File: src/rtl/syscall_responder.sv
// syscall_responder: services the core's syscall requests (print int, print
// char, exit) and keeps the core stalled until the service finishes. Bytes
// go out on a valid/ready stream. Exit sets a sticky halt that only reset
// clears.
module syscall_responder #(
  parameter logic [31:0] CODE_PRINT_INT  = 32'd1,
  parameter logic [31:0] CODE_EXIT       = 32'd10,
  parameter logic [31:0] CODE_PRINT_CHAR = 32'd11,
  parameter logic [31:0] CODE_EXIT2      = 32'd17
) (
  input  logic        clk,
  input  logic        reset_n,
  input  logic        req_valid,
  output logic        req_ready,
  input  logic [31:0] req_code,
  input  logic [31:0] req_arg,
  output logic        stall,
  output logic        out_valid,
  input  logic        out_ready,
  output logic [7:0]  out_data,
  output logic        halted,
  output logic [31:0] exit_code,
  output logic        unknown
);

  typedef enum logic [2:0] {
    S_IDLE,
    S_CHAR,
    S_SIGN,
    S_DIV,
    S_EMIT,
    S_HALT
  } state_t;

  // 2^32-1 has ten decimal digits, so ten entries always suffice.
  localparam int         STACK_DEPTH = 10;
  localparam logic [7:0] ASCII_ZERO  = 8'h30;
  localparam logic [7:0] ASCII_MINUS = 8'h2D;

  state_t      state;
  logic [31:0] mag;        // dividend; quotient bits shift in from the LSB
  logic [3:0]  rem;        // partial remainder, always below 10
  logic [4:0]  bit_cnt;    // quotient bit being produced within a digit
  logic [3:0]  sp;         // number of digits held on the stack
  logic [3:0]  digit_stack [STACK_DEPTH];

  // Divider datapath signals.
  logic [4:0]  trial;
  logic [4:0]  trial_sub;
  logic        div_ge;
  logic [3:0]  rem_next;
  logic [31:0] mag_next;
  logic        digit_done;
  logic [3:0]  pop_idx;

  // Ready and stall decode straight from the state register.
  assign req_ready = (state == S_IDLE);
  assign stall     = (state != S_IDLE);

  // One restoring-division step: bring in the next dividend bit, subtract 10
  // when it fits, and shift the resulting quotient bit into the low end.
  // NOTE: every always_comb output gets a value on every path (here
  // unconditionally), so no latch can be inferred.
  always_comb begin
    trial      = {rem, mag[31]};
    trial_sub  = trial - 5'd10;
    div_ge     = (trial >= 5'd10);
    rem_next   = div_ge ? trial_sub[3:0] : trial[3:0];
    mag_next   = {mag[30:0], div_ge};
    digit_done = (state == S_DIV) && (bit_cnt == 5'd31);
    pop_idx    = sp - 4'd2;
  end

  // Push each finished remainder onto the digit stack.
  // NOTE: the stack storage has no reset; the pointer sp defines which
  // entries are live, so clearing the array would only cost reset fan-out.
  always_ff @(posedge clk) begin
    if (digit_done) begin
      digit_stack[sp] <= rem_next;
    end
  end

  // Service FSM with registered byte stream, halt and unknown outputs.
  // NOTE: sequential state uses non-blocking assignments so every register
  // samples pre-edge values regardless of statement order.
  always_ff @(posedge clk or negedge reset_n) begin
    if (!reset_n) begin
      state     <= S_IDLE;
      mag       <= '0;
      rem       <= '0;
      bit_cnt   <= '0;
      sp        <= '0;
      out_valid <= 1'b0;
      out_data  <= '0;
      halted    <= 1'b0;
      exit_code <= '0;
      unknown   <= 1'b0;
    end else begin
      unknown <= 1'b0;
      case (state)
        S_IDLE: begin
          if (req_valid) begin
            rem     <= '0;
            bit_cnt <= '0;
            sp      <= '0;
            if (req_code == CODE_PRINT_CHAR) begin
              out_data  <= req_arg[7:0];
              out_valid <= 1'b1;
              state     <= S_CHAR;
            end else if (req_code == CODE_PRINT_INT) begin
              if (req_arg[31]) begin
                // Negation as unsigned makes 0x80000000 print 2147483648.
                mag       <= -req_arg;
                out_data  <= ASCII_MINUS;
                out_valid <= 1'b1;
                state     <= S_SIGN;
              end else begin
                mag   <= req_arg;
                state <= S_DIV;
              end
            end else if (req_code == CODE_EXIT) begin
              halted    <= 1'b1;
              exit_code <= '0;
              state     <= S_HALT;
            end else if (req_code == CODE_EXIT2) begin
              halted    <= 1'b1;
              exit_code <= req_arg;
              state     <= S_HALT;
            end else begin
              // Unsupported code: consumed, flagged, nothing printed.
              unknown <= 1'b1;
            end
          end
        end

        S_CHAR: begin
          if (out_ready) begin
            out_valid <= 1'b0;
            state     <= S_IDLE;
          end
        end

        S_SIGN: begin
          if (out_ready) begin
            out_valid <= 1'b0;
            state     <= S_DIV;
          end
        end

        S_DIV: begin
          mag <= mag_next;
          if (bit_cnt == 5'd31) begin
            // Digit complete: remainder is pushed by the stack block.
            sp      <= sp + 4'd1;
            rem     <= '0;
            bit_cnt <= '0;
            if (mag_next == '0) begin
              // The digit just produced is the most significant one, so
              // present it directly instead of reading it back.
              out_data  <= ASCII_ZERO + {4'b0000, rem_next};
              out_valid <= 1'b1;
              state     <= S_EMIT;
            end
          end else begin
            rem     <= rem_next;
            bit_cnt <= bit_cnt + 5'd1;
          end
        end

        S_EMIT: begin
          if (out_ready) begin
            if (sp == 4'd1) begin
              sp        <= '0;
              out_valid <= 1'b0;
              state     <= S_IDLE;
            end else begin
              sp       <= sp - 4'd1;
              out_data <= ASCII_ZERO + {4'b0000, digit_stack[pop_idx]};
            end
          end
        end

        S_HALT: begin
          // Terminal until reset.
        end

        default: begin
          state <= S_IDLE;
        end
      endcase
    end
  end

endmodule

File: config.mk
export PLATFORM = sky130hd
export DESIGN_NAME = syscall_responder
export DESIGN_NICKNAME = d
export VERILOG_FILES = /design/src/rtl/syscall_responder.sv
export SDC_FILE = /design/constraint.sdc
export NUM_CORES = 1
export LEC_CHECK = 0
export BUFFER_PORTS_ARGS = -buffer_cell sky130_fd_sc_hd__buf_2
export CORE_MARGIN = 3
export CORE_UTILIZATION = 50
export CTS_CLUSTER_SIZE = 16
export DETAILED_ROUTE_END_ITERATION = 7
export GPL_TIMING_DRIVEN = 1
export PLACE_DENSITY = 0.8
export SLEW_MARGIN = 20
export SYNTH_ARGS = -nofsm -noshare
export SYNTH_HDL_FRONTEND = slang
export SYNTH_SLANG_ARGS = --single-unit
File: constraint.sdc
create_clock -name clk -period 6 [get_ports clk]
set_input_delay 0.9 -clock clk [delete_from_list [all_inputs] [get_ports clk]]
set_output_delay 0.9 -clock clk [all_outputs]
set_load 0.02 [all_outputs]
## Word-level counts from Yosys, hierarchy flattened

Memories as Yosys holds them, arrays and structs flattened.
Index checks and enable logic that the tools add are counted.

- Add/sub/neg operators: 8
- Equal/unequal tests: 25
- $lt $le $gt $ge: 1
- Muxes and demuxes: 60
- Reduce and logical (&&, ||, !) cells: 16
- Bitwise gates (word level): 3

Operators by type and width:

| kind | count |
|---|---|
| 32-bit 2-to-1 mux | 6 |
| 32-bit by 4-bit == test with 1-bit output (second input constant) | 2 |
| 8-bit 2-to-1 mux | 8 |
| 32-bit one-hot mux with 2 select lines | 1 |
| 3-bit 2-to-1 mux | 11 |
| 32-bit by 1-bit == test with 1-bit output (second input constant) | 1 |
| 32-bit by 5-bit == test with 1-bit output (second input constant) | 1 |
| 32-bit zero test | 1 |
| 32-bit negation | 1 |
| 4-bit 2-to-1 mux | 6 |
| 8-bit one-hot mux with 3 select lines | 1 |
| 1-bit 2-to-1 mux | 20 |
| 3-bit one-hot mux with 6 select lines | 1 |
| 9-bit AND reduction | 2 |
| 6-bit by 4-bit adder with 7-bit output (first input constant) | 2 |
| 2-bit != test (second input constant) | 7 |
| 4-bit one-hot mux with 3 select lines | 1 |
| 5-bit 2-to-1 mux | 2 |
| 5-bit one-hot mux with 2 select lines | 1 |
| 2-bit by 1-bit != test with 1-bit output (second input constant) | 4 |
| 4-bit one-hot mux with 2 select lines | 1 |
| 4-bit AND reduction | 2 |
| 8-bit AND reduction | 1 |
| 3-bit by 2-bit == test with 1-bit output (second input constant) | 2 |
| other kinds (22) | 28 |

- Bits in writable memories: 40
- Bits in registers: 91
- Input bits: 68
- Memories kept: 1
- Logic and storage cells: 124

Memory list:

| name | depth | width | read ports | clocked after Yosys merged registers in | write ports | RTL line | source |
|---|---|---|---|---|---|---|---|
| digit_stack | 10 | 4 | 1 | 0 | 1 | 45 | `logic [3:0] digit_stack [STACK_DEPTH];` |

## Longest topological paths before layout

- Depth in word-level cells: 7
- Depth in mapped cells: 9
- Mapped depth without buffers: 8

## Worst setup path after synthesis

OpenSTA, ideal clock, no wires.

- Path type: input -> register
- Start: input port req_code[10]
- End: register mag[10]
- Data arrival time: 2578 ps
- Stages on the path: 7
- Path slack: 3297 ps
- Required time: 5875 ps
- Path buffers: 2
- Cells stage by stage: nor4_2 > nand4_2 > o31a_1 > or2_1 > buf_6 > buf_6 > mux2_4

- Word-level cells in the longest chain between the ends: 3
- Elaborated cells on any way between the ends: 5

Ends and longest elaborated chain:

| element | RTL line | source |
|---|---|---|
| from (decl) | 15 | `input logic [31:0] req_code,` |
| 32-bit by 1-bit == test with 1-bit output / 32-bit by 4-bit == test with 1-bit output (equally long branches) | 110, 106 |  |
| 2-bit by 1-bit != test with 1-bit output (no source line) / 2-bit != test (equally long branches) | -- |  |
| 4-bit AND reduction (no source line) * | -- |  |
| to (signal assigned) | 113 | `mag <= -req_arg;` |
| to (signal assigned) | 118 | `mag <= req_arg;` |
| to (signal assigned) | 151 | `mag <= mag_next;` |
| to (decl) | 41 | `logic [31:0] mag;` |

Every way passes the cells marked *; elsewhere a longest branch is shown, timed or not.
A chain may end at the register's enable or synchronous reset.

## Final worst setup path

- Start: register bit_cnt[0]
- End: register out_data[2]

- Word-level cells in the longest chain between the ends: 3

Ends and longest elaborated chain:

| element | RTL line | source |
|---|---|---|
| from (decl) | 43 | `logic [4:0] bit_cnt;` |
| from (signal assigned) | 166 | `bit_cnt <= bit_cnt + 5'd1;` |
| 5-bit == test | 152 | `if (bit_cnt == 5'd31) begin` |
| 2-bit by 1-bit != test with 1-bit output (no source line) | -- |  |
| 8-bit AND reduction (no source line) | -- |  |
| to (signal assigned) | 107 | `out_data <= req_arg[7:0];` |
| to (signal assigned) | 160 | `out_data <= ASCII_ZERO + {4'b0000, rem_next};` |
| to (signal assigned) | 178 | `out_data <= ASCII_ZERO + {4'b0000, digit_stack[pop_idx]};` |
| to (decl) | 20 | `output logic [7:0] out_data,` |

Every way passes these cells.

==> results.md <==
* Run status: completed
* Placeable core region at around 0.014 mm^2
* Number of buffers created by CTS at 17
* Leading post-synthesis cells by instance count: 91 x sky130_fd_sc_hd__dfrtp_1, 49 x sky130_fd_sc_hd__o21ai_0, 47 x sky130_fd_sc_hd__nand2_1
* Critical path's largest stage delay at just under 0.5 ns
* Sequential-to-total area share from yosys stat at roughly half
* CP Class: reg2reg
* Type of destination of the critical path: flop
* Yosys warnings at 0
* Highest attainable clock frequency at roughly 0.34 GHz
* Max-slew violations at 0
* Arrival time reported for the critical path endpoint at between 3 and 4 ns
* Root Buffer: sky130_fd_sc_hd__clkbuf_16
* Final sum of negative setup slack at 0 ns
* Cts repair resizes at 0
* Final Instance Count excl. Fillers at between 900 and 1000
* Post-CTS Setup Inserts at 0
* Max Root-Sink Buffers at 2
* Global-route wire length before repair at 30200 um
* Number of enable-type register cells in the synthesized netlist at 40
* Period utilization at 49.6%
* Router iterations before antenna repair at 6
* Synth area leader: sky130_fd_sc_hd__dfrtp_1
* Average cell area after synthesis at about 11 um^2
* Quantity of hold-fixing buffers added after cts at 0
* Dominant delay contributor by cell family on the critical path: simple AND/OR/NAND/NOR gates
* Half-perimeter wire length after placement at approximately 13000 um
* Normalized max-slew margin at approximately 43%
* Slew at the pin with the worst max-slew slack at approximately 0.85 ns
* Ratio of total power to cell area at between 200 and 250 mW/mm^2
* Clock-pin transition on the worst setup and hold timing paths at ~0.060 ns
* Max-Cap Viols at 0
* Iteration-0 DRC count of the detailed router at between 600 and 700
* Share of cells above drive strength 1 at about a quarter
* Overflow after GRT at 0
* Die width at between 100 and 150 um
* Clock tree from TritonCTS: done
* Via count of the first global-routing pass at a little over 6000
* CP cell instances: ha_1 > and3_1 > ha_1 > nor4b_1 > nand4_1 > o31ai_4 > nand3_2 > o41a_1
* Number of synthesized register bits at approximately 130
* Most prevalent standard cell on the critical path: sky130_fd_sc_hd__ha_1
* Highest ir drop seen on vdd at ~0.00025 V
* Max Clock Skew at a little over 0.008 ns
* Proportion of synthesized flip-flops having asynchronous set or reset at 69.5%
* Largest fanout of any net on the critical path at 8
* Area of the die at 0.0158 mm^2
* Tightest hold margin at approximately 0.44 ns
* Starting utilization of the core area at about half
* Detailed-route wire length per cell at just under 20 um
* Boundary Pins at around 110
* Number of vias in the routed layout at 5966
* Largest net degree at the start of global routing at 58
* Post-synthesis instance total at 659
* Antenna viol nets, final at 0
* RSZ-0062 raised after global routing: no
* N_diodes at 0
* Height of the chip at about 130 um
* H-tree level count at 4
* Overall track demand over capacity in global routing at a little under a quarter
* Std-Cell Rows at 43
* Instance count after placement with tap cells included at between 900 and 1000
* Initial antenna violation count at 0
* Port Buffers at 112
* Hold Vio Cnt, Final at 0
* Area share of the largest cell type after synthesis at between 30% and 40%
* Critical-path cell with the highest stage delay: sky130_fd_sc_hd__o41a_1
* Drt total wl at about 18000 um
* Clock insertion delay at the later pin of the skew report at roughly 0.42 ns
* Most instantiated library cell after synthesis: sky130_fd_sc_hd__dfrtp_1
* Post-synthesis cell area at 0.00716 mm^2
* Total clock sinks at between 100 and 150
* Routability Congestion at 0.904
* Number of different library cells in the post-synthesis netlist at 75
* Net count of the finished layout at between 800 and 900
* Top area cells in the synthesized netlist: sky130_fd_sc_hd__dfrtp_1 32%, sky130_fd_sc_hd__edfxtp_1 17%, sky130_fd_sc_hd__a22o_1 4.6%
* Req. time, crit path at 6.29 ns
* Buffering stage count on the worst path with inverters included at 0
* Min cycle time layout at 2.98 ns
* Leakage dissipation at around 3.6 nW
* Number of design rule violations left after detail routing at 0
* Crit start category: flop
* Hold WC Path Type: in2async
* Average vias per placed instance at about 6.3
* Prevailing post-synth register cell: sky130_fd_sc_hd__dfrtp_1
* Post-synthesis to final-layout area growth at 16.8%
* Setup-violating endpoint count in the final report at 0
* Synthesized net count at about 740
-- path summary, 6_finish.rpt --
path	start	slack [ns]	cells after the start	endpoint
min in group clk	halted	0.46	1	halted
setup / recovery	bit_cnt[0]	3.02	8	out_data[2]
hold / removal	reset_n	0.44	1	exit_code[27]
setup reg to reg	bit_cnt[0]	3.02	8	out_data[2]
hold reg to reg	halted	0.46	1	halted
max in group asynchronous	reset_n	4.45	2	mag[28]
-- worst register-to-register path: cells and delay by family (launching register included) --
family	cells	cell delay (ns)
adders and majority gates	2	0.54
and+or+nand+nor	4	0.99
DFF	1	0.40
AOI/OAI and AO/OA	2	0.92
-- layer usage --
layer	part of all wire (%)	wire, um	vias to the layer above	global-route usage (%)
met3	7.3	1350	42	4.92
met2	49	8990	299	39.3
met5	0	0	-	0
met1	42	7710	2903	30.1
li1	-	-	2722	-
met4	2.3	416	0	9.82
-- cell type report --
class,count,area [um^2]
multi-input combinational,469,3430
clock buffer,19,433
inverter,17,63.8
timing repair buffer,118,608
tap,180,225
clock inverter,13,118
fill,1102,5580
sequential,131,3480
-- cell families (layout without fill, tap and decap cells) --
kind of cell,after synthesis,count (layout),share of synthesized area (%)
and+or+nand+nor,208,208,16.2
buffers and inverters,59,167,3.60
AOI/OAI and AO/OA,184,184,18.3
adders and majority gates,12,12,2.10
xor gates and xnor gates,18,18,2.20
DFF,131,131,48.6
muxes,47,47,9.00
-- stage by stage --
step           power (W)  setup slack [ns]  area, um^2  util, %
6_report         0.00202              3.02        8360     60.0
5_1_grt          0.00209              2.81        8360     60.0
4_1_cts          0.00203              2.83        8350     60.0
3_5_place_dp     0.00107              2.40        7800     56.0
3_3_place_gp     0.00106              2.64        7800     56.0
2_1_floorplan    0.00100              3.30        7160        -
-- flip-flops by register name, indices dropped and copies added (netlist names) --
name	count
bit_cnt	5
digit_stack	40
exit_code	32
halted	1
mag	32
out_data	8
out_valid	1
rem	4
sp	4
state	3
unknown	1
-- power by group --
part	switching (W)	leakage, nW	internal (W)
Clock	0.000368	0.266	0.000601
Combinational	0.0000725	1.80	0.0000474
Sequential	0.00000883	1.50	0.000926
-- layout by cell type, fill, tap and decap left out, types with 5 or more instances in the layout --
master / synthesis / layout
sky130_fd_sc_hd__mux2_2: 15 / 15
sky130_fd_sc_hd__xor2_1: 13 / 13
sky130_fd_sc_hd__a21oi_1: 22 / 22
sky130_fd_sc_hd__o21ai_0: 49 / 49
sky130_fd_sc_hd__nand4_1: 5 / 5
sky130_fd_sc_hd__xnor2_1: 5 / 5
sky130_fd_sc_hd__nand2b_1: 13 / 13
sky130_fd_sc_hd__buf_2: 7 / 111
sky130_fd_sc_hd__nand2_1: 47 / 47
sky130_fd_sc_hd__mux2_4: 11 / 11
sky130_fd_sc_hd__or3_1: 5 / 5
sky130_fd_sc_hd__clkbuf_16: 0 / 17
sky130_fd_sc_hd__ha_1: 12 / 12
sky130_fd_sc_hd__nand3b_1: 5 / 5
sky130_fd_sc_hd__a31oi_1: 10 / 10
sky130_fd_sc_hd__dfrtp_1: 91 / 91
sky130_fd_sc_hd__mux2i_1: 13 / 13
sky130_fd_sc_hd__or4_1: 5 / 5
sky130_fd_sc_hd__o211ai_1: 5 / 5
sky130_fd_sc_hd__nor4_1: 18 / 17
sky130_fd_sc_hd__and3_1: 8 / 8
sky130_fd_sc_hd__o31ai_1: 11 / 11
sky130_fd_sc_hd__edfxtp_1: 40 / 40
sky130_fd_sc_hd__nor2_1: 35 / 35
sky130_fd_sc_hd__nor2b_1: 6 / 6
sky130_fd_sc_hd__clkinv_1: 1 / 7
sky130_fd_sc_hd__nor3_1: 21 / 21
sky130_fd_sc_hd__a22o_1: 38 / 38
sky130_fd_sc_hd__inv_1: 14 / 14
sky130_fd_sc_hd__buf_4: 1 / 7
sky130_fd_sc_hd__mux4_2: 8 / 8
sky130_fd_sc_hd__nand3_1: 11 / 10
sky130_fd_sc_hd__o41ai_1: 10 / 10
No activity file was read; power rests on OpenSTA's default activity.
